<file path="src/rtl/can_rx_framer.sv">
`default_nettype none
// ============================================================================
//  Module   : can_rx_framer
//  Purpose  : Receive-side bit destuffer and CAN 2.0A (standard format) frame
//             decoder. Consumes the sampled bus level one bit per baud_clk
//             strobe, strips stuff bits, walks the frame fields, checks the
//             CRC-15 and publishes ID/DLC/RTR/data with a one-cycle valid
//             pulse. Extended-format frames are rejected as form errors.
//  Ports    :
//    clk       in   system clock, rising-edge active
//    rst       in   asynchronous active-high reset
//    baud_clk  in   one-cycle bit-sample strobe; rx is consumed only when high
//    rx        in   bus level (0 = dominant, 1 = recessive)
//    rx_data   out  data bytes, byte 0 in [63:56], unused bytes zero
//    rx_id     out  11-bit identifier of the last valid frame
//    rx_dlc    out  DLC exactly as received
//    rx_rtr    out  RTR bit of the last valid frame
//    rx_valid  out  one-cycle pulse, frame outputs just updated
//    rx_err    out  one-cycle pulse, frame aborted
//    err_code  out  01 stuff, 10 CRC, 11 form; held until the next rx_err
//    rxing     out  high from SOF through the CRC delimiter
//  Revision : 1.0  initial release
// ============================================================================
module can_rx_framer #(
  parameter int IDLE_BITS = 11
) (
  input  logic        clk,
  input  logic        rst,
  input  logic        baud_clk,
  input  logic        rx,
  output logic [63:0] rx_data,
  output logic [10:0] rx_id,
  output logic [3:0]  rx_dlc,
  output logic        rx_rtr,
  output logic        rx_valid,
  output logic        rx_err,
  output logic [1:0]  err_code,
  output logic        rxing
);

  localparam int          ICW       = $clog2(IDLE_BITS + 1);
  localparam logic [14:0] CRC_POLY  = 15'h4599;
  localparam logic [1:0]  ERR_STUFF = 2'b01;
  localparam logic [1:0]  ERR_CRC   = 2'b10;
  localparam logic [1:0]  ERR_FORM  = 2'b11;

  typedef enum logic [3:0] {
    S_IDLE      = 4'd0,
    S_ID        = 4'd1,
    S_RTR       = 4'd2,
    S_IDE       = 4'd3,
    S_R0        = 4'd4,
    S_DLC       = 4'd5,
    S_DATA      = 4'd6,
    S_CRC       = 4'd7,
    S_CRC_DEL   = 4'd8,
    S_WAIT_IDLE = 4'd9
  } state_t;

  state_t         state, state_nxt;
  logic [5:0]     bit_cnt, bit_cnt_nxt;
  logic [2:0]     run_cnt, run_cnt_nxt;
  logic           run_val, run_val_nxt;
  logic [14:0]    crc, crc_nxt;
  logic [14:0]    crc_rx, crc_rx_nxt;
  logic [10:0]    id_sh, id_sh_nxt;
  logic           rtr_sh, rtr_sh_nxt;
  logic [3:0]     dlc_sh, dlc_sh_nxt;
  logic [5:0]     data_last, data_last_nxt;
  logic [63:0]    data_sh, data_sh_nxt;
  logic [ICW-1:0] idle_cnt, idle_cnt_nxt;

  logic [63:0]    rx_data_nxt;
  logic [10:0]    rx_id_nxt;
  logic [3:0]     rx_dlc_nxt;
  logic           rx_rtr_nxt;
  logic           rx_valid_nxt;
  logic           rx_err_nxt;
  logic [1:0]     err_code_nxt;
  logic           rxing_nxt;

  logic           in_zone;
  logic           stuff_slot;
  logic [3:0]     dlc_full;
  logic [3:0]     byte_cnt;
  logic           fault;
  logic [1:0]     fault_code;

  function automatic logic [14:0] crc_step(input logic [14:0] c, input logic b);
    crc_step = {c[13:0], 1'b0} ^ ((b ^ c[14]) ? CRC_POLY : 15'h0000);
  endfunction

  // Stuffing covers SOF through the last CRC bit; SOF itself seeds the run.
  assign in_zone    = (state inside {S_ID, S_RTR, S_IDE, S_R0, S_DLC, S_DATA, S_CRC});
  assign stuff_slot = in_zone && (run_cnt == 3'd5);

  // DLC including the bit being sampled now, so the field length is known
  // on the same edge that consumes the last DLC bit.
  assign dlc_full = {dlc_sh[2:0], rx};
  assign byte_cnt = rtr_sh ? 4'd0 : ((dlc_full > 4'd8) ? 4'd8 : dlc_full);

  always_comb begin
    state_nxt     = state;
    bit_cnt_nxt   = bit_cnt;
    run_cnt_nxt   = run_cnt;
    run_val_nxt   = run_val;
    crc_nxt       = crc;
    crc_rx_nxt    = crc_rx;
    id_sh_nxt     = id_sh;
    rtr_sh_nxt    = rtr_sh;
    dlc_sh_nxt    = dlc_sh;
    data_last_nxt = data_last;
    data_sh_nxt   = data_sh;
    idle_cnt_nxt  = idle_cnt;
    rx_data_nxt   = rx_data;
    rx_id_nxt     = rx_id;
    rx_dlc_nxt    = rx_dlc;
    rx_rtr_nxt    = rx_rtr;
    rx_valid_nxt  = 1'b0;
    rx_err_nxt    = 1'b0;
    err_code_nxt  = err_code;
    rxing_nxt     = rxing;
    fault         = 1'b0;
    fault_code    = ERR_FORM;

    if (baud_clk) begin
      if (stuff_slot) begin
        // Stuff bit: discard it and restart the run, field counters frozen.
        // A stuff error preempts whatever field the bit would have ended.
        if (rx == run_val) begin
          fault      = 1'b1;
          fault_code = ERR_STUFF;
        end else begin
          run_cnt_nxt = 3'd1;
          run_val_nxt = rx;
        end
      end else begin
        if (in_zone) begin
          if (rx == run_val) begin
            run_cnt_nxt = run_cnt + 3'd1;
          end else begin
            run_cnt_nxt = 3'd1;
            run_val_nxt = rx;
          end
        end

        case (state)
          S_IDLE: begin
            if (!rx) begin
              state_nxt   = S_ID;
              bit_cnt_nxt = 6'd0;
              run_cnt_nxt = 3'd1;
              run_val_nxt = 1'b0;
              crc_nxt     = crc_step(15'h0000, rx);
              data_sh_nxt = 64'h0;
              rxing_nxt   = 1'b1;
            end
          end

          S_ID: begin
            crc_nxt   = crc_step(crc, rx);
            id_sh_nxt = {id_sh[9:0], rx};
            if (bit_cnt == 6'd10) begin
              state_nxt   = S_RTR;
              bit_cnt_nxt = 6'd0;
            end else begin
              bit_cnt_nxt = bit_cnt + 6'd1;
            end
          end

          S_RTR: begin
            crc_nxt    = crc_step(crc, rx);
            rtr_sh_nxt = rx;
            state_nxt  = S_IDE;
          end

          S_IDE: begin
            crc_nxt = crc_step(crc, rx);
            if (rx) begin
              fault      = 1'b1;
              fault_code = ERR_FORM;
            end else begin
              state_nxt = S_R0;
            end
          end

          S_R0: begin
            crc_nxt     = crc_step(crc, rx);
            state_nxt   = S_DLC;
            bit_cnt_nxt = 6'd0;
          end

          S_DLC: begin
            crc_nxt    = crc_step(crc, rx);
            dlc_sh_nxt = dlc_full;
            if (bit_cnt == 6'd3) begin
              bit_cnt_nxt = 6'd0;
              // 8 bytes wraps to 0 in the low bits, giving 63 after the -1.
              data_last_nxt = {byte_cnt[2:0], 3'b000} - 6'd1;
              state_nxt     = (byte_cnt == 4'd0) ? S_CRC : S_DATA;
            end else begin
              bit_cnt_nxt = bit_cnt + 6'd1;
            end
          end

          S_DATA: begin
            crc_nxt                      = crc_step(crc, rx);
            data_sh_nxt[6'd63 - bit_cnt] = rx;
            if (bit_cnt == data_last) begin
              state_nxt   = S_CRC;
              bit_cnt_nxt = 6'd0;
            end else begin
              bit_cnt_nxt = bit_cnt + 6'd1;
            end
          end

          S_CRC: begin
            crc_rx_nxt = {crc_rx[13:0], rx};
            if (bit_cnt == 6'd14) begin
              state_nxt   = S_CRC_DEL;
              bit_cnt_nxt = 6'd0;
            end else begin
              bit_cnt_nxt = bit_cnt + 6'd1;
            end
          end

          S_CRC_DEL: begin
            rxing_nxt = 1'b0;
            if (!rx) begin
              fault      = 1'b1;
              fault_code = ERR_FORM;
            end else if (crc_rx != crc) begin
              fault      = 1'b1;
              fault_code = ERR_CRC;
            end else begin
              rx_id_nxt    = id_sh;
              rx_dlc_nxt   = dlc_sh;
              rx_rtr_nxt   = rtr_sh;
              rx_data_nxt  = data_sh;
              rx_valid_nxt = 1'b1;
              state_nxt    = S_IDLE;
            end
          end

          S_WAIT_IDLE: begin
            if (rx) begin
              if (idle_cnt == ICW'(IDLE_BITS - 1)) begin
                idle_cnt_nxt = '0;
                state_nxt    = S_IDLE;
              end else begin
                idle_cnt_nxt = idle_cnt + ICW'(1);
              end
            end else begin
              idle_cnt_nxt = '0;
            end
          end

          default: state_nxt = S_IDLE;
        endcase
      end

      if (fault) begin
        state_nxt    = S_WAIT_IDLE;
        idle_cnt_nxt = '0;
        rx_err_nxt   = 1'b1;
        err_code_nxt = fault_code;
        rxing_nxt    = 1'b0;
      end
    end
  end

  always_ff @(posedge clk or posedge rst) begin
    if (rst) begin
      state     <= S_IDLE;
      bit_cnt   <= 6'd0;
      run_cnt   <= 3'd0;
      run_val   <= 1'b0;
      crc       <= 15'h0000;
      crc_rx    <= 15'h0000;
      id_sh     <= 11'h000;
      rtr_sh    <= 1'b0;
      dlc_sh    <= 4'h0;
      data_last <= 6'd0;
      data_sh   <= 64'h0;
      idle_cnt  <= '0;
      rx_data   <= 64'h0;
      rx_id     <= 11'h000;
      rx_dlc    <= 4'h0;
      rx_rtr    <= 1'b0;
      rx_valid  <= 1'b0;
      rx_err    <= 1'b0;
      err_code  <= 2'b00;
      rxing     <= 1'b0;
    end else begin
      state     <= state_nxt;
      bit_cnt   <= bit_cnt_nxt;
      run_cnt   <= run_cnt_nxt;
      run_val   <= run_val_nxt;
      crc       <= crc_nxt;
      crc_rx    <= crc_rx_nxt;
      id_sh     <= id_sh_nxt;
      rtr_sh    <= rtr_sh_nxt;
      dlc_sh    <= dlc_sh_nxt;
      data_last <= data_last_nxt;
      data_sh   <= data_sh_nxt;
      idle_cnt  <= idle_cnt_nxt;
      rx_data   <= rx_data_nxt;
      rx_id     <= rx_id_nxt;
      rx_dlc    <= rx_dlc_nxt;
      rx_rtr    <= rx_rtr_nxt;
      rx_valid  <= rx_valid_nxt;
      rx_err    <= rx_err_nxt;
      err_code  <= err_code_nxt;
      rxing     <= rxing_nxt;
    end
  end

endmodule
`default_nettype wire

</file>
<file path="config.mk">
export PLATFORM = sky130hd
export DESIGN_NAME = can_rx_framer
export DESIGN_NICKNAME = d
export VERILOG_FILES = /design/src/rtl/can_rx_framer.sv
export SDC_FILE = /design/constraint.sdc
export NUM_CORES = 1
export LEC_CHECK = 0
export ABC_AREA = 0
export CAP_MARGIN = 10
export CORE_MARGIN = 2
export CORE_UTILIZATION = 25
export CTS_CLUSTER_DIAMETER = 100
export DETAILED_ROUTE_END_ITERATION = 6
export DONT_BUFFER_PORTS = 1
export GPL_ROUTABILITY_DRIVEN = 0
export PLACE_DENSITY = 0.38
export SLEW_MARGIN = 20
export SYNTH_ARGS = -nofsm -noshare
export SYNTH_HDL_FRONTEND = slang
export SYNTH_SLANG_ARGS = --single-unit
</file>
<file path="constraint.sdc">
create_clock -name clk -period 15.45 [get_ports clk]
set_input_delay 3.09 -clock clk [delete_from_list [all_inputs] [get_ports clk]]
set_output_delay 3.09 -clock clk [all_outputs]
set_load 0.03 [all_outputs]
</file>
### Word level (Yosys, flattened, before mapping)

Cells that the tools add are included.

| storage, ports and cells | value |
|---|---|
| flip-flop bits (word level) | 219 |
| input bits | 4 |
| output and inout bits | 85 |

| cells by class | value |
|---|---|
| muxes and demuxes | 69 |
| equal/unequal tests | 30 |
| bitwise logic cells | 4 |
| $lt $le $gt $ge | 3 |
| reduce and logical (&&, ||, !) cells | 25 |
| add/subtract/negate cells | 5 |

Operator list:

| kind | number |
|---|---|
| 64-bit one-hot mux with 2 select lines | 1 |
| 4-bit 2-to-1 mux | 19 |
| 64-bit bitwise mux | 1 |
| 64-bit 2-to-1 mux | 1 |
| 4-bit one-hot mux with 10 select lines | 1 |
| 6-bit one-hot mux with 6 select lines | 1 |
| 15-bit 2-to-1 mux | 2 |
| 6-bit 2-to-1 mux | 5 |
| 15-bit one-hot mux with 2 select lines | 1 |
| 1-bit 2-to-1 mux | 26 |
| 4-bit AND reduction | 5 |
| 3-bit 2-to-1 mux | 6 |
| 4-bit by 3-bit equality test with 1-bit output (second input constant) | 4 |
| 15-bit != test | 1 |
| 3-bit != test (second input constant) | 5 |
| 3-bit AND reduction | 5 |
| 15-bit bitwise XOR | 1 |
| 4-bit equality test (second input constant) | 3 |
| 6-bit by 4-bit equality test with 1-bit output (second input constant) | 2 |
| 3-bit by 1-bit != test with 1-bit output (second input constant) | 4 |
| 12-bit AND reduction | 1 |
| 4-bit by 2-bit equality test with 1-bit output (second input constant) | 2 |
| 4-bit zero test | 2 |
| 6-bit by 7-bit less-than comparator with 1-bit output (second input constant) | 1 |
| 28 further kinds | 36 |

### Logic depth before layout (Yosys ltp)

| logic depth | value |
|---|---|
| word-level depth | 9 |
| mapped depth | 10 |
| mapped depth without buffers | 8 |

### Least setup slack after synthesis

OpenSTA, ideal clock, no wires.

| path | value |
|---|---|
| kind | input-to-reg |
| from | input port rx |
| to | register state[1] |
| slack | 10.909 ns |
| path buffers | 0 |
| data required time | 15.328 ns |
| arrival time | 4.419 ns |
| setup time | 0.122 ns |
| stages | 6 |
| cell sequence | inv_1 > nor4_1 > mux2i_1 > o21a_1 > a221o_1 > a32o_1 |

| between the ends | value |
|---|---|
| cells in the longest elaborated chain, start to end | 6 |

RTL lines:

| what | line | RTL |
|---|---|---|
| start: declaration | 30 | `input logic rx,` |
| 1-bit 2-to-1 mux (tied with other cells) | 229 | `if (!rx) begin` |
| 1-bit one-hot mux with 2 select lines / 1-bit 2-to-1 mux (equally long branches) | 147, 130 |  |
| 1-bit 2-to-1 mux | 127 | `if (stuff_slot) begin` |
| 1-bit 2-to-1 mux | 126 | `if (baud_clk) begin` |
| 3-bit != test (no source line) (tied with other cells) | n/a |  |
| 12-bit AND reduction (no source line) | n/a |  |
| end signal: assignment | 295 | `state <= state_nxt;` |
| end: declaration | 60 | `state_t state, state_nxt;` |

Parallel ways exist; a longest one is shown, timed or not. The select of a mux whose other input is x is not followed.
A chain may end at the register's enable or synchronous reset.

### Final worst setup path

| path | value |
|---|---|
| from | input port rx |
| to | register rx_data[5] |

| between the ends | value |
|---|---|
| cells in the longest elaborated chain, start to end | 1 |

RTL lines:

| what | line | RTL |
|---|---|---|
| 5-bit AND reduction (no source line) | n/a |  |
| end signal: assignment | 307 | `rx_data <= rx_data_nxt;` |
| end: declaration | 31 | `output logic [63:0] rx_data,` |

Every way passes these cells.

==> flow_metrics.tcl <==
set metrics [dict create \
    grt_pass1_wl_um 43900 \
    grt_max_degree 92 \
    path_cells "nand4_1 > nor4_1 > and3_2 > buf_4 > nand2_1 > nand2_1" \
    worst_hold_path_type "flip-flop to flip-flop" \
    grt_pass1_vias 7096 \
    cp.required_ns 15.92 \
    cp.arrival_ns 5.12 \
    io_pins 89 \
    drive_gt1_share_pct 9.35 \
    rsz0062_at_grt "no" \
    tightest_slew_ns 1.02 \
    worst_r2r_path_depth 7 \
    ctsHoldBuffers 0 \
    cts-root-buf "clkbuf_16" \
    synth_area_leader_cell "dfrtp_1" \
    design_power_total_mw 1.70 \
    die-area_sq_um 40000 \
    critPathSlowestCell "buf_4" \
    cts_resized 0 \
    grt-ovfl-total 0 \
    start_kind "input port" \
    synth_top_area_share_pct 56.5 \
    min_period_ns 4.65 \
    nets 1022 \
    power_per_cell_area_nw_per_um2 156 \
    grt_use_total_pct 14.2 \
    syn2layout_area_growth_pct 14.2 \
    hpwl_um 17400 \
    final.setup_skew_ns 0.0255 \
    ys.flop_type "dfrtp_1" \
    syn_area_per_cell_sq_um 9.28 \
    clk_pin_slew_ns 0.06 \
    ys_top_cells_by_area "dfrtp_1, nand2_1, o21ai_0" \
    hold_depth 2 \
    min_period_over_period_pct 30.1 \
    die_h_um 200 \
    status "completed" \
    core_area_sq_um 37800 \
    via_per_inst 4.65 \
    drt_iter0_drc 430 \
    slew_violations 0 \
    synth_sequential_area_ratio_pct 56.5 \
    setup_viol 0 \
    worstSetupPathType "input port to flip-flop" \
    synth-seq-cells 217 \
    io_buffers 0 \
    rows 71 \
    synth-async-reset-ratio_pct 100 \
    cp_common_cell "nand2_1" \
    htreeDepth 1 \
    yosys_warnings 0 \
    dieWidth_um 200 \
    cts.sinks 217 \
    crit_path_end_kind "flip-flop" \
    slew_headroom_pct 31.4 \
    worstPathMaxFanout 81 \
    drc 0 \
    hold_viol_final 0 \
    p_leak_nw 5.25 \
    max_freq_mhz 215 \
    postCtsSetupBuffers 0 \
    drt-total-wl_um 27900 \
    finalSetupTns_ns 0 \
    cts.path.max_buffers 3 \
    cts_tree "yes" \
    synth.net_count 1049 \
    vdd_drop_max_uv 66.0 \
    start_util_pct 25.4 \
    dr_total_vias 7153 \
    syn_inst 1035 \
    post_drt_wl_per_cell_um 18.2 \
    numCtsBuffers 27 \
    yosysUniqueCellTypes 50 \
    max_stage_delay_ns 0.69 \
    cap_viol_max_count 0 \
    syn_area_sq_um 9600 \
    antenna_found_initial 0 \
    drt-pass1-iter-count 5 \
    insertion_delay_ns 0.54 \
    synth-edff-count 0 \
    final_antenna_net_count 0 \
    diodes 0 \
]
## cell type report
type,instances,area (sq um)
fill,4012,26800
sequential,217,5430
multi-input combinational,735,3870
clock buffer,38,767
tap,511,639
clock inverter,10,106
timing repair buffer,10,75.1
inverter,17,71.3
## cell usage in the layout (no fill, tap or decap), drive strengths merged, types with 3 or more instances in the layout
master,Yosys,routed
nand2,302,302
dfrtp,217,217
o21ai,160,160
a21oi,81,81
clkbuf,49,38
mux2,30,30
xnor2,23,23
nor2,23,23
nand3,17,17
inv,16,17
nor3,13,13
ha,10,10
buf,17,10
or3,8,8
and3,8,8
nand4,7,7
clkinv,1,7
nor4,5,5
o22ai,4,4
a21o,4,4
xor2,3,3
nand2b,3,3
mux2i,3,3
a2bb2oi,3,3
nor3b,3,3
## stage by stage
step | hold slack (ns) | instance area, sq um | cells | setup slack [ns] | utilization [%]
2_1_floorplan | 0.440 | 9600 | 1035 | 6.42 | -
5_1_grt | 0.499 | 11000 | 1538 | 10.56 | 29.0
4_1_cts | 0.477 | 11000 | 1538 | 10.76 | 29.0
3_5_place_dp | 0.463 | 10100 | 1490 | 10.20 | 26.7
3_3_place_gp | 0.459 | 10100 | 1490 | 10.18 | 26.7
6_report | 0.471 | 11000 | 1538 | 10.80 | 29.0
## routing by layer
metal  part of all wire (%)  wire (um)  vias to the layer above  GRT usage (%)
li1                       -          -                     3443              -
met1                     48      13400                     3543           20.2
met2                     44      12400                      134           21.8
met3                    6.1       1700                       33           3.46
met4                    1.6        444                        0           3.13
met5                      0          0                        -              0
## worst paths after layout
check	start	to	slack (ns)
setup / recovery	rx	rx_data[5]	10.80
hold / removal	id_sh[10]	rx_id[10]	0.47
setup reg to reg	crc[2]	rx_data[5]	12.36
hold reg to reg	id_sh[10]	rx_id[10]	0.47
max in group asynchronous	rst	data_sh[35]	11.45
min in group asynchronous	rst	rx_id[4]	2.50
## worst max-delay path, delay by kind of cell
family        cells  cell delay [ns]
simple gates      5             1.29
buf+inv           1             0.69
## cell usage after synthesis, types with 3 or more instances
| library cell | instances |
|---|---|
| xor2_1 | 3 |
| a21o_1 | 4 |
| nand4_1 | 7 |
| o21ai_0 | 156 |
| mux2i_1 | 3 |
| clkbuf_1 | 49 |
| buf_2 | 5 |
| nand2b_1 | 3 |
| and3_1 | 8 |
| inv_1 | 16 |
| nand3_1 | 17 |
| ha_1 | 10 |
| buf_1 | 10 |
| nor4_1 | 5 |
| mux2_2 | 30 |
| o21ai_1 | 4 |
| nand2_1 | 302 |
| xnor2_1 | 23 |
| dfrtp_1 | 217 |
| o22ai_1 | 4 |
| nor3b_1 | 3 |
| nor3_1 | 12 |
| nor2_1 | 23 |
| a21oi_1 | 81 |
| or3_1 | 8 |
## where the power goes
group / switching [mW] / internal [mW] / total, mW / leakage, nW
clock network: 0.244 / 0.377 / 0.621 / 0.432
registers: 0.0953 / 0.630 / 0.726 / 2.97
logic: 0.228 / 0.130 / 0.358 / 1.84
## flip-flops by register name, indices dropped and copies added (netlist names), 6 cells and up
register and count:
crc_rx 15, rx_data 64, bit_cnt 6, rx_id 11
data_sh 64, id_sh 11, crc 15
## cells by family after synthesis
group / count (synthesis) / share of synthesized area [%]
AOI/OAI and AO/OA: 270 / 15.2
buffers and inverters: 83 / 3.43
DFF: 217 / 56.5
xor gates and xnor gates: 26 / 2.37
and+or+nand+nor: 396 / 17.3
muxes: 33 / 3.83
adders and majority gates: 10 / 1.30
Power figures use the tool's default switching activity.
